$ cat config.mk
export PLATFORM = sky130hd
export DESIGN_NAME = sram_scan_burst_ctrl
export DESIGN_NICKNAME = d
export VERILOG_FILES = /design/src/rtl/sram_scan_burst_ctrl.sv
export SDC_FILE = /design/constraint.sdc
export NUM_CORES = 1
export LEC_CHECK = 0
export ABC_AREA = 0
export CAP_MARGIN = 15
export CORE_MARGIN = 10
export CORE_UTILIZATION = 30
export CTS_CLUSTER_SIZE = 30
export DETAILED_ROUTE_END_ITERATION = 8
export PLACE_DENSITY = 0.51
export SETUP_SLACK_MARGIN = 0.1
export SYNTH_ARGS = -nofsm -noshare
export SYNTH_HDL_FRONTEND = slang
export SYNTH_SLANG_ARGS = --single-unit
$ cat constraint.sdc
create_clock -name clk_1 -period 2.3 [get_ports clk_1]
set_clock_uncertainty 0.2 [all_clocks]
set_input_delay 0.345 -clock clk_1 [delete_from_list [all_inputs] [get_ports clk_1]]
set_output_delay 0.345 -clock clk_1 [all_outputs]
set_load 0.03 [all_outputs]
$ cat src/rtl/sram_scan_burst_ctrl.sv
// Serial-scan SRAM burst controller.
// A scanned command frame (op, count, addr) selects one of four bursts against a
// single-port SRAM: WRITE, READ, FILL or COMPARE. Read data returns on scan_out.
//
// state      | meaning
// -----------+------------------------------------------------------------
// S_IDLE     | waiting for the first scan_en=1 bit of a command frame
// S_CMD      | shifting the remaining command frame bits
// S_PAT      | shifting the FILL pattern / COMPARE expected word
// S_WDATA    | shifting one WRITE data word
// S_WR       | one SRAM write cycle (FILL stays here for count+1 cycles)
// S_RD_ISSUE | one SRAM read access cycle
// S_RD_WAIT  | RD_LAT cycles of read latency, captures mem_dout on the last
// S_RD_SHIFT | drives the captured word on scan_out, LSB first
// S_CMP      | compares the captured word against the expected word
// S_DONE     | one-cycle completion pulse
module sram_scan_burst_ctrl #(
  parameter int ADDR_W = 12,
  parameter int DATA_W = 8,
  parameter int CNT_W  = 12,
  parameter int RD_LAT = 1
) (
  input  logic              clk_1,
  input  logic              rst_n_sync,
  input  logic              scan_in,
  input  logic              scan_en,
  output logic              scan_out,
  output logic              scan_out_valid,
  output logic              busy,
  output logic              done,
  output logic [CNT_W:0]    err_cnt,
  output logic              mem_en,
  output logic              mem_we,
  output logic [ADDR_W-1:0] mem_addr,
  output logic [DATA_W-1:0] mem_din,
  input  logic [DATA_W-1:0] mem_dout
);

  localparam int CMD_W = 2 + CNT_W + ADDR_W;
  localparam int BIT_W = $clog2(CMD_W + 1);
  localparam int LAT_W = $clog2(RD_LAT + 1);

  localparam logic [1:0] OP_WRITE = 2'b00;
  localparam logic [1:0] OP_READ  = 2'b01;
  localparam logic [1:0] OP_FILL  = 2'b10;
  localparam logic [1:0] OP_CMP   = 2'b11;

  typedef enum logic [3:0] {
    S_IDLE, S_CMD, S_PAT, S_WDATA, S_WR,
    S_RD_ISSUE, S_RD_WAIT, S_RD_SHIFT, S_CMP, S_DONE
  } state_t;

  state_t             r_state, w_state_nxt;
  logic [CMD_W-1:0]   r_cmd;
  logic [BIT_W-1:0]   r_bit;
  logic [LAT_W-1:0]   r_lat;
  logic [CNT_W-1:0]   r_words;
  logic [DATA_W-1:0]  r_word;
  logic [DATA_W-1:0]  r_rd;
  logic               r_first;
  logic [CNT_W:0]     r_err;
  logic [ADDR_W-1:0]  r_mem_addr;
  logic [DATA_W-1:0]  r_mem_din;

  logic [CMD_W-1:0]   w_cmd_nxt;
  logic [DATA_W-1:0]  w_word_nxt;
  logic [1:0]         w_op;
  logic [1:0]         w_op_nxt;
  logic [ADDR_W-1:0]  w_base;
  logic               w_bit_last;
  logic               w_lat_last;
  logic               w_words_last;
  logic               w_cmd_last;
  logic               w_acc;

  assign w_cmd_nxt    = {scan_in, r_cmd[CMD_W-1:1]};
  assign w_word_nxt   = {scan_in, r_word[DATA_W-1:1]};
  assign w_op         = r_cmd[1:0];
  assign w_op_nxt     = w_cmd_nxt[1:0];
  assign w_bit_last   = (r_bit == BIT_W'(1));
  assign w_lat_last   = (r_lat == LAT_W'(1));
  assign w_words_last = (r_words == '0);
  assign w_cmd_last   = (r_state == S_CMD) && scan_en && w_bit_last;
  // A READ goes straight from CMD to RD_ISSUE, before r_cmd holds the full frame.
  assign w_base       = (r_state == S_CMD) ? w_cmd_nxt[CMD_W-1 -: ADDR_W]
                                           : r_cmd[CMD_W-1 -: ADDR_W];
  assign w_acc        = (w_state_nxt == S_WR) || (w_state_nxt == S_RD_ISSUE);

  // State register
  always_ff @(posedge clk_1 or negedge rst_n_sync) begin
    if (!rst_n_sync) r_state <= S_IDLE;
    else             r_state <= w_state_nxt;
  end

  // Next-state decode
  always_comb begin
    w_state_nxt = r_state;
    case (r_state)
      S_IDLE:     if (scan_en) w_state_nxt = S_CMD;
      S_CMD:      if (scan_en && w_bit_last) begin
                    case (w_op_nxt)
                      OP_WRITE: w_state_nxt = S_WDATA;
                      OP_READ:  w_state_nxt = S_RD_ISSUE;
                      default:  w_state_nxt = S_PAT;
                    endcase
                  end
      S_PAT:      if (scan_en && w_bit_last)
                    w_state_nxt = (w_op == OP_FILL) ? S_WR : S_RD_ISSUE;
      S_WDATA:    if (scan_en && w_bit_last) w_state_nxt = S_WR;
      S_WR:       if (w_words_last)           w_state_nxt = S_DONE;
                  else if (w_op == OP_WRITE)  w_state_nxt = S_WDATA;
                  else                        w_state_nxt = S_WR;
      S_RD_ISSUE: w_state_nxt = S_RD_WAIT;
      S_RD_WAIT:  if (w_lat_last)
                    w_state_nxt = (w_op == OP_READ) ? S_RD_SHIFT : S_CMP;
      S_RD_SHIFT: if (w_bit_last)
                    w_state_nxt = w_words_last ? S_DONE : S_RD_ISSUE;
      S_CMP:      w_state_nxt = w_words_last ? S_DONE : S_RD_ISSUE;
      S_DONE:     w_state_nxt = S_IDLE;
      default:    w_state_nxt = S_IDLE;
    endcase
  end

  // Shift registers, down-counters, SRAM port registers and error count
  always_ff @(posedge clk_1 or negedge rst_n_sync) begin
    if (!rst_n_sync) begin
      r_cmd      <= '0;
      r_bit      <= '0;
      r_lat      <= '0;
      r_words    <= '0;
      r_word     <= '0;
      r_rd       <= '0;
      r_first    <= 1'b0;
      r_err      <= '0;
      r_mem_addr <= '0;
      r_mem_din  <= '0;
    end else begin
      if (scan_en && (r_state == S_IDLE || r_state == S_CMD))
        r_cmd <= w_cmd_nxt;
      if (scan_en && (r_state == S_PAT || r_state == S_WDATA))
        r_word <= w_word_nxt;

      case (r_state)
        S_IDLE:                 if (scan_en) r_bit <= BIT_W'(CMD_W - 1);
        S_CMD, S_PAT, S_WDATA:  if (scan_en) r_bit <= w_bit_last ? BIT_W'(DATA_W) : r_bit - 1'b1;
        S_WR, S_RD_WAIT:        r_bit <= BIT_W'(DATA_W);
        S_RD_SHIFT:             r_bit <= r_bit - 1'b1;
        default:                r_bit <= r_bit;
      endcase

      if (r_state == S_RD_ISSUE)      r_lat <= LAT_W'(RD_LAT);
      else if (r_state == S_RD_WAIT)  r_lat <= r_lat - 1'b1;

      if (r_state == S_RD_WAIT && w_lat_last) r_rd <= mem_dout;
      else if (r_state == S_RD_SHIFT)         r_rd <= r_rd >> 1;

      if (w_cmd_last)
        r_words <= w_cmd_nxt[2 +: CNT_W];
      else if (!w_words_last && (r_state == S_WR || r_state == S_CMP ||
                                 (r_state == S_RD_SHIFT && w_bit_last)))
        r_words <= r_words - 1'b1;

      // The first access of a burst uses the frame address; later ones increment.
      if (r_state == S_IDLE) r_first <= 1'b1;
      else if (w_acc)        r_first <= 1'b0;

      if (w_acc)
        r_mem_addr <= r_first ? w_base : r_mem_addr + 1'b1;
      if (w_state_nxt == S_WR && r_state != S_WR)
        r_mem_din <= w_word_nxt;

      if (w_cmd_last && w_op_nxt == OP_CMP)
        r_err <= '0;
      else if (r_state == S_CMP && r_rd != r_word)
        r_err <= r_err + 1'b1;
    end
  end

  assign mem_en         = (r_state == S_WR) || (r_state == S_RD_ISSUE);
  assign mem_we         = (r_state == S_WR);
  assign mem_addr       = r_mem_addr;
  assign mem_din        = r_mem_din;
  assign scan_out       = (r_state == S_RD_SHIFT) && r_rd[0];
  assign scan_out_valid = (r_state == S_RD_SHIFT);
  assign busy           = (r_state != S_IDLE);
  assign done           = (r_state == S_DONE);
  assign err_cnt        = r_err;

endmodule

==> qor.yml, run 1 <==
worst_setup_path:
  critPathLaunchType: "register"
  r2r_start: "r_state[1]"
  cp_max_fo: 8
  rr_endpoint: "mem_din[6]"
  worstPathRequired_ns: 2.34
  path_class: "reg -> reg"
  end_kind: "register"
  r2r_cells: 8
  r2r_slack_ns: -0.30
  cp-startpoint: "r_state[1]"
  cp.arrival_ns: 2.64
finish:
  antenna_cells: 0
  fillers: 1530
  areaGrowthSynthToFinish_pct: 43.67
  fin_util_pct: 44.03
  layout_common_cells: "dfrtp_1, buf_4, nand2_1"
  multiInputGateArea_um2: 2788
  drive_above_1_share_pct: 37.80
  final_cell_count_no_fill: 876
  finalNetCount: 668
  final_cell_area_um2: 7302
  layout_commonest_cell: "dfrtp_1"
  register_area_um2: 2455
synthesis:
  ys.flop_type: "dfrtp_1"
  syn_inst: 501
  ys_ff_latch: 98
  syn-num-nets: 518
  yosysTopAreaCellShare_pct: 48.25
  synthArstFlopShare_pct: 100.0
  ys_warn_count: 0
  avgSynthCellArea_um2: 10.14
  netlist_area_um2: 5082
  ys_seq_area_share_pct: 48.25
  synthTopCellsByArea: "dfrtp_1, mux2_2, nand2_1"
  synth_cell_type_count: 58
  yosysTopAreaCell: "dfrtp_1"
  synth_edf_count: 0
clock_network:
  numCtsBuffers: 9
  h-tree-depth: 3
  cts_sinks: 98
  worst_skew_pair.late_latency_ns: 0.35
  root_buffer: "clkbuf_16"
  clockBufferDepth: 2
  path_clk_slew_ns: 0.07
  cts_tree: "done"
min_path:
  hp-start: "r_cmd[8]"
  whs_endpoint: "r_words[5]"
  whs_path_depth: 2
  min_path_type: "reg -> reg"
timing:
  layout_setup_ws_ns: -0.3028
  slew_headroom_pct: 30.38
  period_needed_ns: 2.603
  finalCritPeriodShare_pct: 113.2
  slew_violations: 0
  fin_setup_tns_ns: -4.908
  max_freq_mhz: 384.2
  tightestPinTransition_ns: 1.044
  setup_violations: 30
  rsz0062_at_grt: "true"
  hold_viol: 0
  holdWs_ns: 0.3115
power:
  vdd_drop_max_mv: 0.8410
  power.leakage_nw: 3.252
  p_per_area_nw_per_um2: 1387
  fin_total_pwr_mw: 10.13
drt:
  routed_wirelength_um: 13830
  first_pass_iters: 4
  wl_per_cell_um: 15.79
  post-route-drc-count: 0
  vias: 4287
  drt.antenna.violating_nets: 0
  vias_per_cell: 4.894
  drt_iter0_markers: 156
global_routing:
  antenna_found_initial: 0
  grt_pass1_wl_um: 22320
  grt-ovfl-total: 0
  grt_usage_pct: 12.26
  grt_max_degree: 42
  grt_pass1_vias: 4296
die:
  die-width_um: 150.2
  start_util_pct: 30.65
  ios: 51
  dieArea_um2: 22550
  row_count: 47
  chipHeight_um: 150.2
  design.core.area_um2: 16580
placement:
  port_buffers: 50
  pre_cts_ws_ns: -0.5340
  gp_congestion: 0.8586
  dp_hpwl_um: 9739
  dp.cells: 832
  dpl_cell_area_um2: 6424
job:
  maxCapViolations: 0
outcome:
  run_status: "finished, violations left"
  violations: "negative setup slack"
==> Yosys cell counts (all sizes together) (3+ instances only) <==
cell type	count
a22oi	9
nor2	57
nor2b	7
ha	5
and2	4
and3	8
dfrtp	98
o21a	3
mux2i	3
o21ai	24
clkbuf	12
nand4	6
inv	10
nand2	65
a221o	4
nand2b	3
or2	4
nor4	8
buf	9
nor3	12
mux2	47
a31oi	10
xor2	24
o22a	4
nand3	11
o31ai	6
a21oi	16
xnor2	5
==> critical path, cell delays in order, from the launching register on <==
cell	delay (ns)
dfrtp_2	0.43
buf_4	0.17
or2_4	0.28
o21a_1	0.21
o21ai_2	0.15
a21oi_2	0.09
or4b_4	0.50
buf_8	0.16
mux2_4	0.29
==> state kept, by name, indices dropped and copies added, names as in the netlist <==
signal,count
err_cnt,13
mem_addr,12
mem_din,8
r_bit,5
r_cmd,26
r_first,1
r_lat,1
r_rd,8
r_state,4
r_word,8
r_words,12
==> routing by layer <==
layer / wire length [um] / global-route usage [%] / vias to the layer above
met1: 6222 / 15.22 / 2117
li1: - / - / 2085
met4: 161 / 3.207 / 0
met3: 579 / 3.181 / 15
met5: 0 / 0 / -
met2: 6870 / 20.68 / 70
==> layout make-up <==
class | instances | share of cell area (%)
Inverter | 10 | 0.5141
Tap cell | 220 | 3.770
Multi-Input combinational cell | 372 | 38.18
Sequential cell | 98 | 33.62
Clock buffer | 9 | 3.084
Clock inverter | 7 | 0.8225
Timing Repair Buffer | 160 | 20.01
==> kinds of logic (layout without fill, tap and decap cells) <==
family / Yosys count / count (layout) / share of synthesized area [%]
DFF: 98 / 98 / 48.25
AOI/OAI and AO/OA: 89 / 89 / 11.52
adders and majority gates: 5 / 5 / 1.231
xor gates and xnor gates: 29 / 29 / 4.997
and+or+nand+nor: 199 / 199 / 19.69
buffers and inverters: 31 / 186 / 2.708
muxes: 50 / 50 / 11.60
==> worst max-delay path by stage <==
stage | depth (start not counted) | endpoint
6_report | 8 | mem_din[6]
5_1_grt | 9 | mem_din[6]
4_1_cts | 10 | mem_din[1]
2_1_floorplan | 9 | mem_din[0]
3_3_place_gp | 7 | mem_din[7]
3_5_place_dp | 7 | mem_din[1]
==> timing repair <==
action	CTS	global route
resized for setup	62	62
buffers inserted	17	12
cloned	1	0
hold buffers	1	0
endpoints found under the setup margin	49	50
hold endpoints to repair	38	0
pin swaps	18	47
==> power by group <==
part           leakage, nW  switching [mW]  internal (mW)
clock network        0.136           0.715          0.753
logic                 1.93            2.65           2.77
registers             1.19           0.824           2.42
total                 3.25            4.19           5.94
(Power assumes the default switching activity.)
==> run 2: changes to the inputs <==
CORE_UTILIZATION = 48   (was 30)
PLACE_DENSITY = 0.74   (was 0.51)
==> run 2 against run 1 <==
The run still ends with negative setup slack left. Setup slack improved by 0.014 ns. Routed wire length fell by 5.2%. Non-clock buffer count fell by 1. Sequential power barely moved. Die area fell by 33%. Utilization rose by 25 points. Worst hold slack got worse by 0.20 ns. Critical path depth rose by 2. Sequential cell count did not move. Via count rose by 1.0%. Clock power fell by 20%. Cell area fell by 3.0%. Largest power group unchanged.
==> qor.yml, run 2 (synthesis gave the netlist of run 1 again) <==
timing:
  finalCritPeriodShare_pct: 112.6  # -0.59 points
  hold_viol: 0  # unchanged
  tightestPinTransition_ns: 1.021  # -0.02319 ns
  rsz0062_at_grt: "true"
  fin_setup_tns_ns: -4.620  # +0.2873 ns
  layout_setup_ws_ns: -0.2892  # +0.01361 ns
  max_freq_mhz: 386.2  # +0.53%
  slew_violations: 0  # unchanged
  period_needed_ns: 2.589  # -0.01361 ns
  setup_violations: 31  # +3.3%
  slew_headroom_pct: 31.92  # +1.5 points
clock_network:
  cts_tree: "done"
  h-tree-depth: 3  # unchanged
  numCtsBuffers: 9  # unchanged
  clockBufferDepth: 2  # unchanged
  root_buffer: "clkbuf_8"
  path_clk_slew_ns: 0.10  # +0.03 ns
  worst_skew_pair.late_latency_ns: 0.38  # +0.03 ns
  cts_sinks: 98  # unchanged
placement:
  port_buffers: 50  # unchanged
  dp.cells: 741  # -11%
  dp_hpwl_um: 8976  # -7.8%
  dpl_cell_area_um2: 6269  # -2.4%
  gp_congestion: 0.9477  # +10%
drt:
  wl_per_cell_um: 16.58  # +5.0%
  post-route-drc-count: 0  # unchanged
  drt.antenna.violating_nets: 0  # unchanged
  vias: 4331  # +1.0%
  vias_per_cell: 5.475  # +12%
  first_pass_iters: 4  # unchanged
  drt_iter0_markers: 324  # +110%
  routed_wirelength_um: 13110  # -5.2%
job:
  maxCapViolations: 0  # unchanged
finish:
  areaGrowthSynthToFinish_pct: 39.36
  drive_above_1_share_pct: 36.49  # -1.3 points
  final_cell_area_um2: 7083  # -3.0%
  largest_register_ffs: 26  # unchanged
  layout_common_cells: "dfrtp_1, buf_4, nand2_1"
  regMostFlops: "r_cmd"
  antenna_cells: 0  # unchanged
  fin_util_pct: 68.61  # +25 points
  layout_commonest_cell: "dfrtp_1"
  finalNetCount: 667  # -0.15%
  final_cell_count_no_fill: 791  # -9.7%
die:
  dieArea_um2: 15100  # -33%
  ios: 51  # unchanged
  start_util_pct: 49.23  # +19 points
  die-width_um: 122.9  # -18%
  design.core.area_um2: 10320  # -38%
  chipHeight_um: 122.9  # -18%
  row_count: 37  # -21%
global_routing:
  grt_usage_pct: 17.22  # +5.0 points
  grt-ovfl-total: 0  # unchanged
  grt_pass1_wl_um: 21270  # -4.7%
  grt_max_degree: 48  # +14%
  antenna_found_initial: 0  # unchanged
  grt_pass1_vias: 4375  # +1.8%
min_path:
  min_path_type: "in -> async"
worst_setup_path:
  cp.arrival_ns: 2.66  # +0.02 ns
  worstPathRequired_ns: 2.37  # +0.03 ns
  critPathLaunchType: "register"
  path_class: "reg -> reg"
  cp_max_fo: 8  # unchanged
  end_kind: "register"
power:
  vdd_drop_max_mv: 0.6967  # -17%
  p_per_area_nw_per_um2: 1385  # -0.12%
  fin_total_pwr_mw: 9.813  # -3.1%
  power.leakage_nw: 3.199  # -1.6%
outcome:
  violations: "negative setup slack"
  run_status: "finished, violations left"
[run 2: repair_timing]
action                                 CTS  global route
gates cloned                             0             0
buffers inserted                        26            12
setup endpoints to repair               52            53
endpoints found under the hold margin   98             0
pin swaps                               28            39
resized for setup                       78            44
hold buffers                             1             0
[run 2: worst paths after layout]
| check | slack (ns) | cells after the start | from | endpoint |
|---|---|---|---|---|
| max | -0.29 | 10 | r_bit[1] | mem_din[3] |
| max reg2reg | -0.29 | 10 | r_bit[1] | mem_din[3] |
| max in group asynchronous | 1.22 | 3 | rst_n_sync | r_state[0] |
| min reg2reg | 0.32 | 1 | mem_din[2] | mem_din[2] |
| min in group clk_1 | 0.32 | 1 | mem_din[2] | mem_din[2] |
| min | 0.11 | 2 | rst_n_sync | err_cnt[12] |
[run 2: critical path, cell delays in order, from the launching register on]
cell and delay [ns]:
dfrtp_1 0.41, inv_2 0.08, ha_4 0.12, nor4b_4 0.20, buf_6 0.17, o2bb2ai_1 0.08
nand2_1 0.06, nand4_1 0.13, or4b_4 0.58, buf_12 0.17, mux2_4 0.29
[run 2: report_power, final]
part / internal, mW / switching (mW) / leakage, nW
Clock: 0.523 / 0.659 / 0.103
Combinational: 2.78 / 2.63 / 1.91
Sequential: 2.41 / 0.804 / 1.19
Total: 5.72 / 4.10 / 3.20
[run 2: cell type report]
type                       instances  area, um^2
clock buffer                       9       123.9
clock inverter                     7       86.33
fill                             757        3241
inverter                          10       37.54
multi-input combinational        372        2774
sequential                        98        2456
tap                              136       170.2
timing repair buffer             159        1435
[run 2: through the flow]
stage | hold WS (ns) | setup slack, ns
final | 0.1132 | -0.2892
after global routing | 0.1141 | -0.3780
after detailed placement | -0.02669 | -0.4797
after global placement | -0.02463 | -0.4661
after CTS | 0.09738 | -0.3247
after floorplan | -0.1506 | -0.2090
[run 2: routing by layer]
layer | share of wire (%) | up-vias | global-route usage, %
met2 | 51 | 93 | 29.72
met5 | 0 | - | 0
met3 | 4.6 | 23 | 3.874
met4 | 2.2 | 0 | 5.891
li1 | - | 2084 | -
met1 | 42 | 2131 | 20.75
==> run 3: changes to the inputs <==
CTS_CLUSTER_DIAMETER = 60   (was default)
GPL_ROUTABILITY_DRIVEN = 0   (was default)
HOLD_SLACK_MARGIN = 0.08   (was default)
==> run 3 against run 2 <==
First-iteration DRC count grew 20%. Maximum frequency shrank 3.2%. Critical path type unchanged. Largest cell class unchanged. Routed wire length grew 5.7%. The run still ends with negative setup slack left. Via count grew 4.1%. Non-clock buffer count grew 2. Die area is the same. Sequential power is essentially flat. Clock power shrank 9%. Critical path depth shrank 1. Sequential share of layout area shrank 0.30 points. Global-route usage is essentially flat. Setup slack lost 0.086 ns.
==> qor.yml, run 3 (synthesis gave the netlist of run 1 again) <==
worst_setup_path:
  end_kind: "register"
  cp_slowest_cell: "or4b_4"
  path_class: "reg -> reg"
  path_cells: "inv_2 > ha_4 > nor4b_4 > o2bb2ai_1 > nand2_1 > nand4_1 > or4b_4 > buf_8 > mux2_4"
  worstPathRequired_ns: 2.37  # about the same
  cp_max_fo: 8  # unchanged
  max_stage_delay_ns: 0.57  # about the same
  critPathLaunchType: "register"
  cp.arrival_ns: 2.74  # +0.08 ns
finish:
  final_cell_count_no_fill: 793  # +0.25%
  layout_commonest_cell: "dfrtp_1"
  largest_register_ffs: 26  # unchanged
  layout_common_cells: "dfrtp_1, buf_4, nand2_1"
  regMostFlops: "r_cmd"
  finalNetCount: 669  # +0.30%
  areaGrowthSynthToFinish_pct: 40.57
  drive_above_1_share_pct: 37.75  # +1.3 points
  antenna_cells: 0  # unchanged
timing:
  rsz0062_at_grt: "true"
  slew_headroom_pct: 33.38  # +1.5 points
  finalCritPeriodShare_pct: 116.3  # +3.7 points
  period_needed_ns: 2.675  # +0.08587 ns
  hold_viol: 0  # unchanged
  fin_setup_tns_ns: -5.933  # -1.312 ns
  layout_setup_ws_ns: -0.3750  # -0.08587 ns
  max_freq_mhz: 373.8  # -3.2%
  tightestPinTransition_ns: 0.9994  # -0.02181 ns
  setup_violations: 30  # -3.2%
  slew_violations: 0  # unchanged
power:
  p_sw_share_pct: 42.63  # +0.88 points
  power_frac_seq_pct: 32.3  # -0.5 points
  p_per_area_nw_per_um2: 1383  # -0.15%
  power.switching_mw: 4.213  # +2.8%
  fin_total_pwr_mw: 9.884  # +0.72%
  power.leakage_nw: 3.188  # -0.34%
  vdd_drop_max_mv: 0.7340  # +5.3%
  clkPwrFrac_pct: 10.9  # -1.1 points
  p_int_mw: 5.671  # -0.80%
  p_comb_share_pct: 56.8  # +1.6 points
die:
  design.core.area_um2: 10320  # unchanged
  row_count: 37  # unchanged
  ios: 51  # unchanged
  die-width_um: 122.9  # unchanged
  start_util_pct: 49.23  # unchanged
  chipHeight_um: 122.9  # unchanged
  dieArea_um2: 15100  # unchanged
global_routing:
  grt_max_degree: 40  # -17%
  grt_usage_pct: 17.20  # -0.019 points
  use_met1_pct: 20.90  # +0.15 points
  gr-max-usage-layer: "met2"
  grt_pass1_vias: 4503  # +2.9%
  grt_use_met2_pct: 29.92  # +0.20 points
  grt-ovfl-total: 0  # unchanged
  antenna_found_initial: 0  # unchanged
  met3_usage_pct: 3.510  # -0.36 points
  grt_pass1_wl_um: 21420  # +0.71%
clock_network:
  worst_skew_pair.late_latency_ns: 0.38  # about the same
  path_clk_slew_ns: 0.10  # about the same
  root_buffer: "clkbuf_8"
  cts_sinks: 98  # unchanged
  numCtsBuffers: 9  # unchanged
  clockBufferDepth: 2  # unchanged
  h-tree-depth: 3  # unchanged
  cts_tree: "done"
outcome:
  violations: "negative setup slack"
  run_status: "finished, violations left"
drt:
  post-route-drc-count: 0  # unchanged
  first_pass_iters: 5  # +1
  drt.antenna.violating_nets: 0  # unchanged
  vias: 4509  # +4.1%
  vias_per_cell: 5.686  # +3.8%
  drt_iter0_markers: 390  # +20%
  routed_wirelength_um: 13860  # +5.7%
  wl_per_cell_um: 17.47  # +5.4%
placement:
  dp.cells: 738  # -0.40%
  port_buffers: 50  # unchanged
  pre_cts_ws_ns: -0.4949  # -0.01514 ns
  dp_hpwl_um: 8892  # -0.93%
job:
  maxCapViolations: 0  # unchanged
min_path:
  min_path_type: "in -> async"
## run 3: per-stage QoR
step | hold slack [ns] | util (%) | area, um^2
6_report | 0.2638 | 69.20 | 7144
5_1_grt | 0.3127 | 69.20 | 7144
4_1_cts | 0.2640 | 66.80 | 6897
3_5_place_dp | 0.1365 | 60.50 | 6246
3_3_place_gp | 0.1276 | 60.50 | 6246
2_1_floorplan | -0.1506 | - | 5106
## run 3: timing repair
item	in CTS	in global routing
endpoints found under the setup margin	50	58
pin swaps	24	14
hold buffers	1	0
gates cloned	1	2
buffers inserted	30	12
endpoints found under the hold margin	34	0
gates resized for setup	81	47
## run 3: per-layer routing
layer | up-vias | part of all wire (%)
met3 | 33 | 5.6
met5 | - | 0
met1 | 2229 | 41
li1 | 2081 | -
met4 | 0 | 2.3
met2 | 166 | 51
## run 3: path summary, 6_finish.rpt
path / start / endpoint / slack (ns) / cells past startpoint
setup reg to reg: r_bit[1] / mem_din[0] / -0.38 / 9
min in group clk_1: r_cmd[8] / r_words[5] / 0.31 / 2
hold / removal: rst_n_sync / err_cnt[10] / 0.26 / 2
max in group asynchronous: rst_n_sync / r_state[1] / 1.04 / 3
hold reg to reg: r_cmd[8] / r_words[5] / 0.31 / 2
setup / recovery: r_bit[1] / mem_din[0] / -0.38 / 9
## run 3: layout make-up
| type | count | area, um^2 |
|---|---|---|
| Clock buffer | 9 | 123.9 |
| Timing Repair Buffer | 161 | 1493 |
| Tap cell | 136 | 170.2 |
| Multi-Input combinational cell | 372 | 2803 |
| Sequential cell | 98 | 2456 |
| Fill cell | 717 | 3179 |
| Clock inverter | 7 | 61.31 |
| Inverter | 10 | 37.54 |
## run 3: power groups by stage
stage / logic, mW / clock network [mW] / registers, mW
after floorplan: 2.43 / 0 / 3.47
after global placement: 4.31 / 0 / 3.16
after detailed placement: 4.43 / 0 / 3.20
after CTS: 5.16 / 1.09 / 3.18
after global routing: 6.05 / 1.16 / 3.29
final: 5.61 / 1.07 / 3.20
## run 3: critical path, delay by kind of cell, from the launching register on
family                   cells  cell delay (ns)
flip-flops                   1             0.40
multiplexers                 1             0.29
adder cells (fa/ha/maj)      1             0.12
buffers and inverters        2             0.25
AND/OR/NAND/NOR              4             1.15
AO/OA/AOI/OAI                1             0.14
==> RTL edit: new RTL, settings of run 3 <==
Make the reset (`rst_n_sync`) synchronous in 2 clocked blocks.
--- a/src/rtl/sram_scan_burst_ctrl.sv
+++ b/src/rtl/sram_scan_burst_ctrl.sv
@@ -89,3 +89,3 @@
   // State register
-  always_ff @(posedge clk_1 or negedge rst_n_sync) begin
+  always_ff @(posedge clk_1) begin
     if (!rst_n_sync) r_state <= S_IDLE;
@@ -124,3 +124,3 @@
   // Shift registers, down-counters, SRAM port registers and error count
-  always_ff @(posedge clk_1 or negedge rst_n_sync) begin
+  always_ff @(posedge clk_1) begin
     if (!rst_n_sync) begin
Formal check against the unedited RTL: differs if rst_n_sync is asserted again (counterexample within 4 cycles, from zero or initial values and one cycle with rst_n_sync low); with rst_n_sync held inactive, the same outputs for 10 cycles.
==> RTL edit against run 3 <==
- sequential cell count did not move
- wire length is 13% lower
- first-iteration DRC count shrank 10%
- critical endpoint is now r_words[8]
- final area decreased by 15%
- area after synthesis is 6.0% lower
- die area decreased by 5.1%
- highest routed layer unchanged
- setup slack improved by 0.44 ns
Power is not compared: it rests on default switching activity, and its combinational part moved more than twofold at a synthesized area within 25%.
==> RTL edit: results (changes against run 3) <==
[synth]
post_synth_num_cell_types = 55  ; -5.2%
async_flop_share_pct = 0  ; -100 points
syn_inst = 602  ; +20%
synth.yosys.seq_area_share_pct = 41.08  ; -7.2 points
yosysTopAreaCellShare_pct = 41.08  ; -7.2 points
synthTopCellsByCount = nand2_1, dfxtp_1, a21oi_1, nor2_1, o21ai_0
synth_edf_count = 0  ; unchanged
synth_area_leaders = dfxtp_1, nand2_1, a21oi_1, xor2_1, mux2i_1
syn_nets = 619  ; +19%

[detailed_routing]
firstDrtPassIters = 4  ; -1
drtIter0Drc = 350  ; -10%
vias_per_cell = 5.518  ; -2.9%
finalWirelength_mm = 12.02  ; -13%
postRouteAntennaNets = 0  ; unchanged

[hold_path]
min_path_type = flop to flop

[status]
status = finished clean

[timing]
max_clock_freq_ghz = 0.4471  ; +20%
finalSetupViolCount = 0  ; -100%
relSlewSlack_pct = 63.88  ; +31 points

[grt]
grtUsageTotal_pct = 16.51  ; -0.68 points
grt_pass1_wl_mm = 20.33  ; -5.1%
grt_max_degree = 32  ; -20%
grt_pass1_vias = 4378  ; -2.8%

[power_and_ir_drop]
leakage_nw = 2.227

[placed_design]
hpwlAfterDp_mm = 8.400  ; -5.5%
place_inst = 797  ; +8.0%
io_buffers = 50  ; unchanged

[layout]
antenna_cells = 0  ; unchanged
layout-drive-gt1-share_pct = 17.28  ; -20 points

[worst_setup_path]
crit_type = flop to flop
crit_fanout = 4  ; -4
rr_startpoint = r_words[0]
rr_endpoint = r_words[8]
arrival_ns = 2.33  ; -0.41 ns
r2r_setup_slack_ns = 0.06  ; +0.44 ns

## RTL edit: layout make-up
type	instances	area, µm²
Inverter	9	33.78
Clock buffer	9	123.9
Sequential cell	98	1976
Multi-Input combinational cell	462	2810
Fill cell	843	3622
Timing Repair Buffer	98	898.4
Clock inverter	7	98.84
Tap cell	133	166.4
## RTL edit: stage by stage
step / setup TNS (ns) / cell area (µm²) / worst slack (ns) / power, mW
3_5_place_dp: -1.634 / 5688 / -0.1073 / 2.147
5_1_grt: -0.02783 / 6107 / -0.02783 / 3.561
2_1_floorplan: 0 / 4807 / 0.1032 / 2.011
3_3_place_gp: -0.4604 / 5688 / -0.05910 / 2.138
6_report: 0 / 6107 / 0.06361 / 3.410
4_1_cts: 0 / 5942 / 0.07643 / 3.395
## RTL edit: worst max-delay path by stage
stage                  endpoint  slack [ns]  cells after the start
global route         r_words[8]       -0.03                      8
CTS                        done        0.08                      4
floorplan           r_words[10]        0.10                      9
global placement    mem_addr[1]       -0.06                      8
finish               r_words[8]        0.06                      8
detailed placement  mem_addr[1]       -0.11                      8
## RTL edit: what timing repair did
action | 4_1_cts | 5_1_grt
endpoints found under the setup margin | 16 | 52
cloned | 0 | 1
resized for setup | 10 | 46
endpoints found under the hold margin | 0 | 0
buffers inserted | 1 | 1
pin swaps | 2 | 10
## RTL edit: power by group
group | switching (mW) | internal, mW
sequential | 0.0336 | 1.72
combinational | 0.224 | 0.184
clock | 0.628 | 0.622
total | 0.886 | 2.52
## RTL edit: cells by family after synthesis
family | count (synthesis) | synth area share [%]
AOI/OAI and AO/OA | 154 | 19.44
xor gates and xnor gates | 25 | 4.585
adders and majority gates | 5 | 1.310
buffers and inverters | 42 | 3.537
DFF | 98 | 41.08
muxes | 23 | 4.925
and+or+nand+nor | 255 | 25.12
## RTL edit: worst max-delay path, stage by stage, from the launching register on
cell,delay (ns)
dfxtp_2,0.35
inv_2,0.05
ha_4,0.16
nor4b_4,0.13
and3_4,0.18
or4_4,0.57
nor3_4,0.25
nor3_2,0.07
a211oi_2,0.20
## RTL edit: routing by layer
layer  vias up  routed length (µm)  GRT usage (%)  part of all wire, %
met1      2107                5281          19.19                   44
met5         -                   0              0                    0
met3        16                 491          4.501                  4.1
met2       112                6072          29.47                   51
met4         0                 174          3.846                  1.4
li1       2268                   -              -                    -
